`config.mk`:
```
export PLATFORM = sky130hd
export DESIGN_NAME = apb_master
export DESIGN_NICKNAME = d
export VERILOG_FILES = /design/src/rtl/apb_pkg.sv /design/src/rtl/apb_wait_timer.sv /design/src/rtl/apb_master.sv
export SDC_FILE = /design/constraint.sdc
export NUM_CORES = 1
export LEC_CHECK = 0
export CAP_MARGIN = 20
export CORE_MARGIN = 10
export CORE_UTILIZATION = 37
export DETAILED_ROUTE_END_ITERATION = 6
export PLACE_DENSITY_LB_ADDON = 0.15
export SLEW_MARGIN = 10
export SYNTH_ARGS = -nofsm -noshare
export SYNTH_HDL_FRONTEND = slang
export SYNTH_SLANG_ARGS = --single-unit
```
`constraint.sdc`:
```
create_clock -name PCLK -period 1.7 [get_ports PCLK]
set_input_delay 0.17 -clock PCLK [delete_from_list [all_inputs] [get_ports PCLK]]
set_output_delay 0.17 -clock PCLK [all_outputs]
set_load 0.03 [all_outputs]
```
`src/rtl/apb_pkg.sv`:
```
// Shared APB definitions: FSM state encoding and default bus/timeout sizing
// for the APB master and slave blocks.
package apb_pkg;

  localparam int unsigned APB_ADDR_WIDTH     = 4;
  localparam int unsigned APB_DATA_WIDTH     = 32;
  localparam int unsigned APB_TIMEOUT_CYCLES = 16;

  // Wide enough for the largest legal TIMEOUT_CYCLES (255)
  localparam int unsigned APB_WAIT_CNT_WIDTH = 8;

  typedef enum logic [1:0] {
    IDLE   = 2'd0,
    SETUP  = 2'd1,
    ACCESS = 2'd2
  } apb_state_e;

endpackage

```
`src/rtl/apb_wait_timer.sv`:
```
// Counts stalled ACCESS cycles and flags the cycle on which the transfer
// must be abandoned if the slave is still not ready.
module apb_wait_timer
  import apb_pkg::*;
#(
  parameter int unsigned TIMEOUT_CYCLES = APB_TIMEOUT_CYCLES
) (
  input  logic clk,
  input  logic rst_n,
  input  logic clear,
  input  logic enable,
  output logic expired
);

  localparam logic [APB_WAIT_CNT_WIDTH-1:0] LastCount =
    APB_WAIT_CNT_WIDTH'(TIMEOUT_CYCLES - 1);

  logic [APB_WAIT_CNT_WIDTH-1:0] count_q, count_d;

  always_comb begin
    count_d = count_q;
    if (clear) begin
      count_d = '0;
    end else if (enable && (count_q != LastCount)) begin
      count_d = count_q + 1'b1;
    end
  end

  always_ff @(posedge clk or negedge rst_n) begin
    if (!rst_n) begin
      count_q <= '0;
    end else begin
      count_q <= count_d;
    end
  end

  assign expired = (count_q == LastCount);

endmodule

```
`src/rtl/apb_master.sv`:
```
// Single-outstanding APB master: accepts one command in IDLE, runs the
// SETUP/ACCESS handshake and reports completion or timeout with a 1-cycle pulse.
module apb_master
  import apb_pkg::*;
#(
  parameter int unsigned ADDR_WIDTH     = APB_ADDR_WIDTH,
  parameter int unsigned DATA_WIDTH     = APB_DATA_WIDTH,
  parameter int unsigned TIMEOUT_CYCLES = APB_TIMEOUT_CYCLES
) (
  input  logic                  PCLK,
  input  logic                  PRESETn,
  input  logic                  cmd_valid,
  output logic                  cmd_ready,
  input  logic                  cmd_write,
  input  logic [ADDR_WIDTH-1:0] cmd_addr,
  input  logic [DATA_WIDTH-1:0] cmd_wdata,
  output logic                  rsp_valid,
  output logic [DATA_WIDTH-1:0] rsp_rdata,
  output logic                  rsp_timeout,
  output logic                  PSEL,
  output logic                  PENABLE,
  output logic                  PWRITE,
  output logic [ADDR_WIDTH-1:0] PADDR,
  output logic [DATA_WIDTH-1:0] PWDATA,
  input  logic [DATA_WIDTH-1:0] PRDATA,
  input  logic                  PREADY
);

  apb_state_e state_q, state_d;

  logic                  write_q;
  logic [ADDR_WIDTH-1:0] addr_q;
  logic [DATA_WIDTH-1:0] wdata_q;

  logic                  rsp_valid_q, rsp_valid_d;
  logic                  rsp_timeout_q, rsp_timeout_d;
  logic [DATA_WIDTH-1:0] rsp_rdata_q, rsp_rdata_d;

  logic accept;
  logic busy;
  logic done;
  logic abort;
  logic wait_expired;

  assign accept = cmd_valid && (state_q == IDLE);
  assign busy   = (state_q != IDLE);

  apb_wait_timer #(
    .TIMEOUT_CYCLES(TIMEOUT_CYCLES)
  ) u_wait_timer (
    .clk    (PCLK),
    .rst_n  (PRESETn),
    .clear  (state_q == SETUP),
    .enable ((state_q == ACCESS) && !PREADY),
    .expired(wait_expired)
  );

  always_comb begin
    state_d = state_q;
    done    = 1'b0;
    abort   = 1'b0;
    unique case (state_q)
      IDLE: begin
        if (cmd_valid) state_d = SETUP;
      end
      SETUP: begin
        state_d = ACCESS;
      end
      ACCESS: begin
        // A ready slave wins even on the last permitted cycle
        if (PREADY) begin
          done    = 1'b1;
          state_d = IDLE;
        end else if (wait_expired) begin
          abort   = 1'b1;
          state_d = IDLE;
        end
      end
      default: begin
        state_d = IDLE;
      end
    endcase
  end

  always_comb begin
    rsp_valid_d   = done || abort;
    rsp_timeout_d = abort;
    rsp_rdata_d   = (done && !write_q) ? PRDATA : '0;
  end

  always_ff @(posedge PCLK or negedge PRESETn) begin
    if (!PRESETn) begin
      state_q       <= IDLE;
      write_q       <= 1'b0;
      addr_q        <= '0;
      wdata_q       <= '0;
      rsp_valid_q   <= 1'b0;
      rsp_timeout_q <= 1'b0;
      rsp_rdata_q   <= '0;
    end else begin
      state_q       <= state_d;
      rsp_valid_q   <= rsp_valid_d;
      rsp_timeout_q <= rsp_timeout_d;
      rsp_rdata_q   <= rsp_rdata_d;
      if (accept) begin
        write_q <= cmd_write;
        addr_q  <= cmd_addr;
        wdata_q <= cmd_wdata;
      end
    end
  end

  assign cmd_ready   = (state_q == IDLE);
  assign rsp_valid   = rsp_valid_q;
  assign rsp_timeout = rsp_timeout_q;
  assign rsp_rdata   = rsp_rdata_q;

  // Bus is forced quiet in IDLE regardless of the last captured command
  assign PSEL    = busy;
  assign PENABLE = (state_q == ACCESS);
  assign PWRITE  = busy && write_q;
  assign PADDR   = busy ? addr_q : '0;
  assign PWDATA  = busy ? wdata_q : '0;

endmodule

```
==> flow_summary.json <==
{
  "cts_tree": "built",
  "grt_use_total_pct": 12.82,
  "grt_start_max_net_pins": 41,
  "setup_tns_ns": -0.004950,
  "synth_edf_count": 0,
  "startpoint": "u_wait_timer.count_q[6]",
  "power.leakage_nw": 2.307,
  "vias": 2336,
  "worstSkewPairLatency_ns": 0.34,
  "power_frac_seq_pct": 30.9,
  "drc": 0,
  "synthesis.area_um2": 3204,
  "grt_pass1_vias": 2444,
  "cts_sinks": 81,
  "rsz0062_at_grt": "yes",
  "worst_path_largest_cell_delay_ns": 0.56,
  "rows": 33,
  "cp-endpoint": "u_wait_timer.count_q[7]",
  "start_util_pct": 38.42,
  "antenna_found_initial": 0,
  "syn_to_final_growth_pct": 64.47,
  "portBuffers": 146,
  "sw_frac_of_total_pct": 36.85,
  "dp.final_hpwl_um": 6364,
  "htreeDepth": 3,
  "drv_slew": 0,
  "yosysWarningCount": 0,
  "cts_root_buffer": "clkbuf_8",
  "worstMarginPinSlew_ns": 0.3765,
  "hold_class": "in -> async",
  "clk_path_buf_depth": 2,
  "synth_top_flop_cell": "dfrtp_1",
  "syn_inst": 242,
  "wl_um": 8708,
  "die-area_um2": 12780,
  "ys_ff_latch": 81,
  "postPlaceCellArea_um2": 4880,
  "period_needed_ns": 1.705,
  "fin_ws_ns": -0.004950,
  "violations": "setup timing",
  "worstPathCellList": "or4_4 -> o21a_4 -> and3_4 -> a211o_1",
  "postLayoutCellArea_um2": 5270,
  "die_x_um": 113.1,
  "antenna_left": 0,
  "powerDensity_nw_per_um2": 1674,
  "die-height_um": 113.1,
  "holdWs_ns": 0.2762,
  "reg2reg_to": "u_wait_timer.count_q[7]",
  "endpoint_kind": "flop",
  "drt-vias-per-instance": 4.536,
  "syn_nets": 316,
  "combPwrFrac_pct": 48.3,
  "yosysUniqueCellTypes": 31,
  "clk_pin_slew_ns": 0.09,
  "initialDrtViolationCount": 77,
  "p_int_mw": 5.571,
  "layout-drive-gt1-share_pct": 28.78,
  "cap_violations": 0,
  "slew-limit-headroom_pct": 74.90,
  "start_kind": "flop",
  "max_freq_mhz": 586.5,
  "clockPowerShare_pct": 20.8,
  "ios": 147,
  "r2r_start": "u_wait_timer.count_q[6]",
  "p_sw_mw": 3.251,
  "preCtsSetupSlack_ns": 0.01875,
  "antenna_cells": 0,
  "syn_area_per_cell_um2": 13.24,
  "setup_viol": 1,
  "drt-pass1-iter-count": 4,
  "hold_viol_final": 0,
  "numCtsBuffers": 9,
  "cp_slowest_cell": "or4_4",
  "gr-total-overflow": 0,
  "gp_congestion": 0.7985,
  "worstPathArrival_ns": 1.93,
  "worstPathMaxFanout": 4,
  "grt_pass1_wl_um": 13120,
  "core_um2": 8341,
  "vdd_drop_max_v": 0.0006132,
  "final_min_period_over_clock_period_pct": 100.3,
  "cp.required_ns": 1.93,
  "wl_per_cell_um": 16.91,
  "async_flop_share_pct": 100.0,
  "status": "complete, but fails checks",
  "worstSetupPathType": "reg -> reg",
  "yosysSeqAreaShare_pct": 63.26,
  "r2r_cells": 4,
  "fin_nets": 479,
  "r2r_slack_ns": -0.005,
  "finalClockSkew_ns": 0.006474
}
## how the worst min path moves through the flow
stage,endpoint,startpoint
after floorplan,addr_q[0],PRESETn
after global placement,rsp_rdata[10],PRESETn
after detailed placement,rsp_rdata[10],PRESETn
after CTS,rsp_rdata[7],PRESETn
after global routing,rsp_rdata[7],PRESETn
final,rsp_rdata[7],PRESETn
## flip-flops by register name, indices dropped and copies added (netlist names)
name and cells:
rsp_valid 1, rsp_rdata 32, write_q 1, wdata_q 32, rsp_timeout 1, addr_q 4, u_wait_timer.count_q 8, state_q 2
## power groups by stage
stage,combinational (mW),clock (mW),sequential [mW]
after floorplan,2.38,0,2.84
after global placement,4.26,0,2.74
after detailed placement,4.28,0,2.76
after CTS,4.15,1.88,2.73
after global routing,4.55,1.95,2.80
final,4.26,1.84,2.73
## cells in the mapped netlist, drive strengths merged, types with 2 or more instances
| master | n | area share, % |
|---|---|---|
| nand2 | 5 | 0.59 |
| dfrtp | 81 | 63 |
| o31ai | 2 | 0.47 |
| o21a | 2 | 0.70 |
| inv | 2 | 0.23 |
| and2 | 34 | 6.6 |
| nor2 | 4 | 0.47 |
| nand3 | 7 | 1.1 |
| and3 | 2 | 0.39 |
| nor2b | 38 | 7.4 |
| mux2 | 37 | 13 |
| clkbuf | 7 | 0.82 |
| o21ai | 2 | 0.31 |
| buf | 4 | 0.62 |
## worst max-delay path, delay by kind of cell, from the launching register on
family	cells	cell delay (ns)
AOI/OAI and AO/OA	2	0.47
and+or+nand+nor	2	0.72
DFF	1	0.40
## repair_timing
item | CTS | global route
pin swaps | 0 | 4
buffers inserted | 0 | 1
hold buffers | 1 | 0
hold endpoints to repair | 26 | 0
setup endpoints to repair | 37 | 75
gates cloned | 0 | 2
gates resized for setup | 107 | 11
## per-stage QoR
| stage | cells | power (mW) | util [%] |
|---|---|---|---|
| floorplan | 242 | 5.222 | - |
| global placement | 495 | 6.995 | 58.51 |
| detailed placement | 495 | 7.048 | 58.51 |
| CTS | 512 | 8.752 | 62.32 |
| global route | 515 | 9.298 | 63.19 |
| finish | 515 | 8.822 | 63.19 |
## metal layers
layer	vias up	routed length, um	global-route usage (%)
li1	1127	-	-
met1	1096	3416	14.68
met2	105	3917	18.51
met3	8	1282	8.663
met4	0	92	4.822
met5	-	0	0
## cell usage in the layout, fill, tap and decap left out, types with 2 or more instances in the layout
| cell type | count |
|---|---|
| dfrtp_1 | 80 |
| bufinv_16 | 4 |
| nand3_1 | 7 |
| clkbuf_16 | 2 |
| o31ai_1 | 2 |
| buf_6 | 2 |
| buf_4 | 13 |
| clkbuf_8 | 9 |
| clkbuf_2 | 2 |
| and2_1 | 33 |
| buf_12 | 3 |
| nor2b_1 | 38 |
| clkinv_4 | 2 |
| nand2_1 | 4 |
| mux2_2 | 37 |
| nor2_1 | 3 |
| clkdlybuf4s50_1 | 105 |
| inv_1 | 2 |
| clkdlybuf4s15_2 | 35 |
## final cells by class
type | count | area (um2)
well taps | 105 | 131.4
clock buffers | 9 | 123.9
fillers | 664 | 3070
inverters | 2 | 7.507
clock inverters | 7 | 142.6
flip-flops and latches | 81 | 2028
repair buffers | 163 | 1695
multi-input cells | 148 | 1141
## cells by family after synthesis
group | share of synthesized area [%]
XOR/XNOR | 0.5468
AO/OA/AOI/OAI | 2.303
adder cells (fa/ha/maj) | 0.3904
flip-flops | 63.26
AND/OR/NAND/NOR | 18.51
multiplexers | 13.32
buffers and inverters | 1.679
No activity file was read; power rests on OpenSTA's default activity.
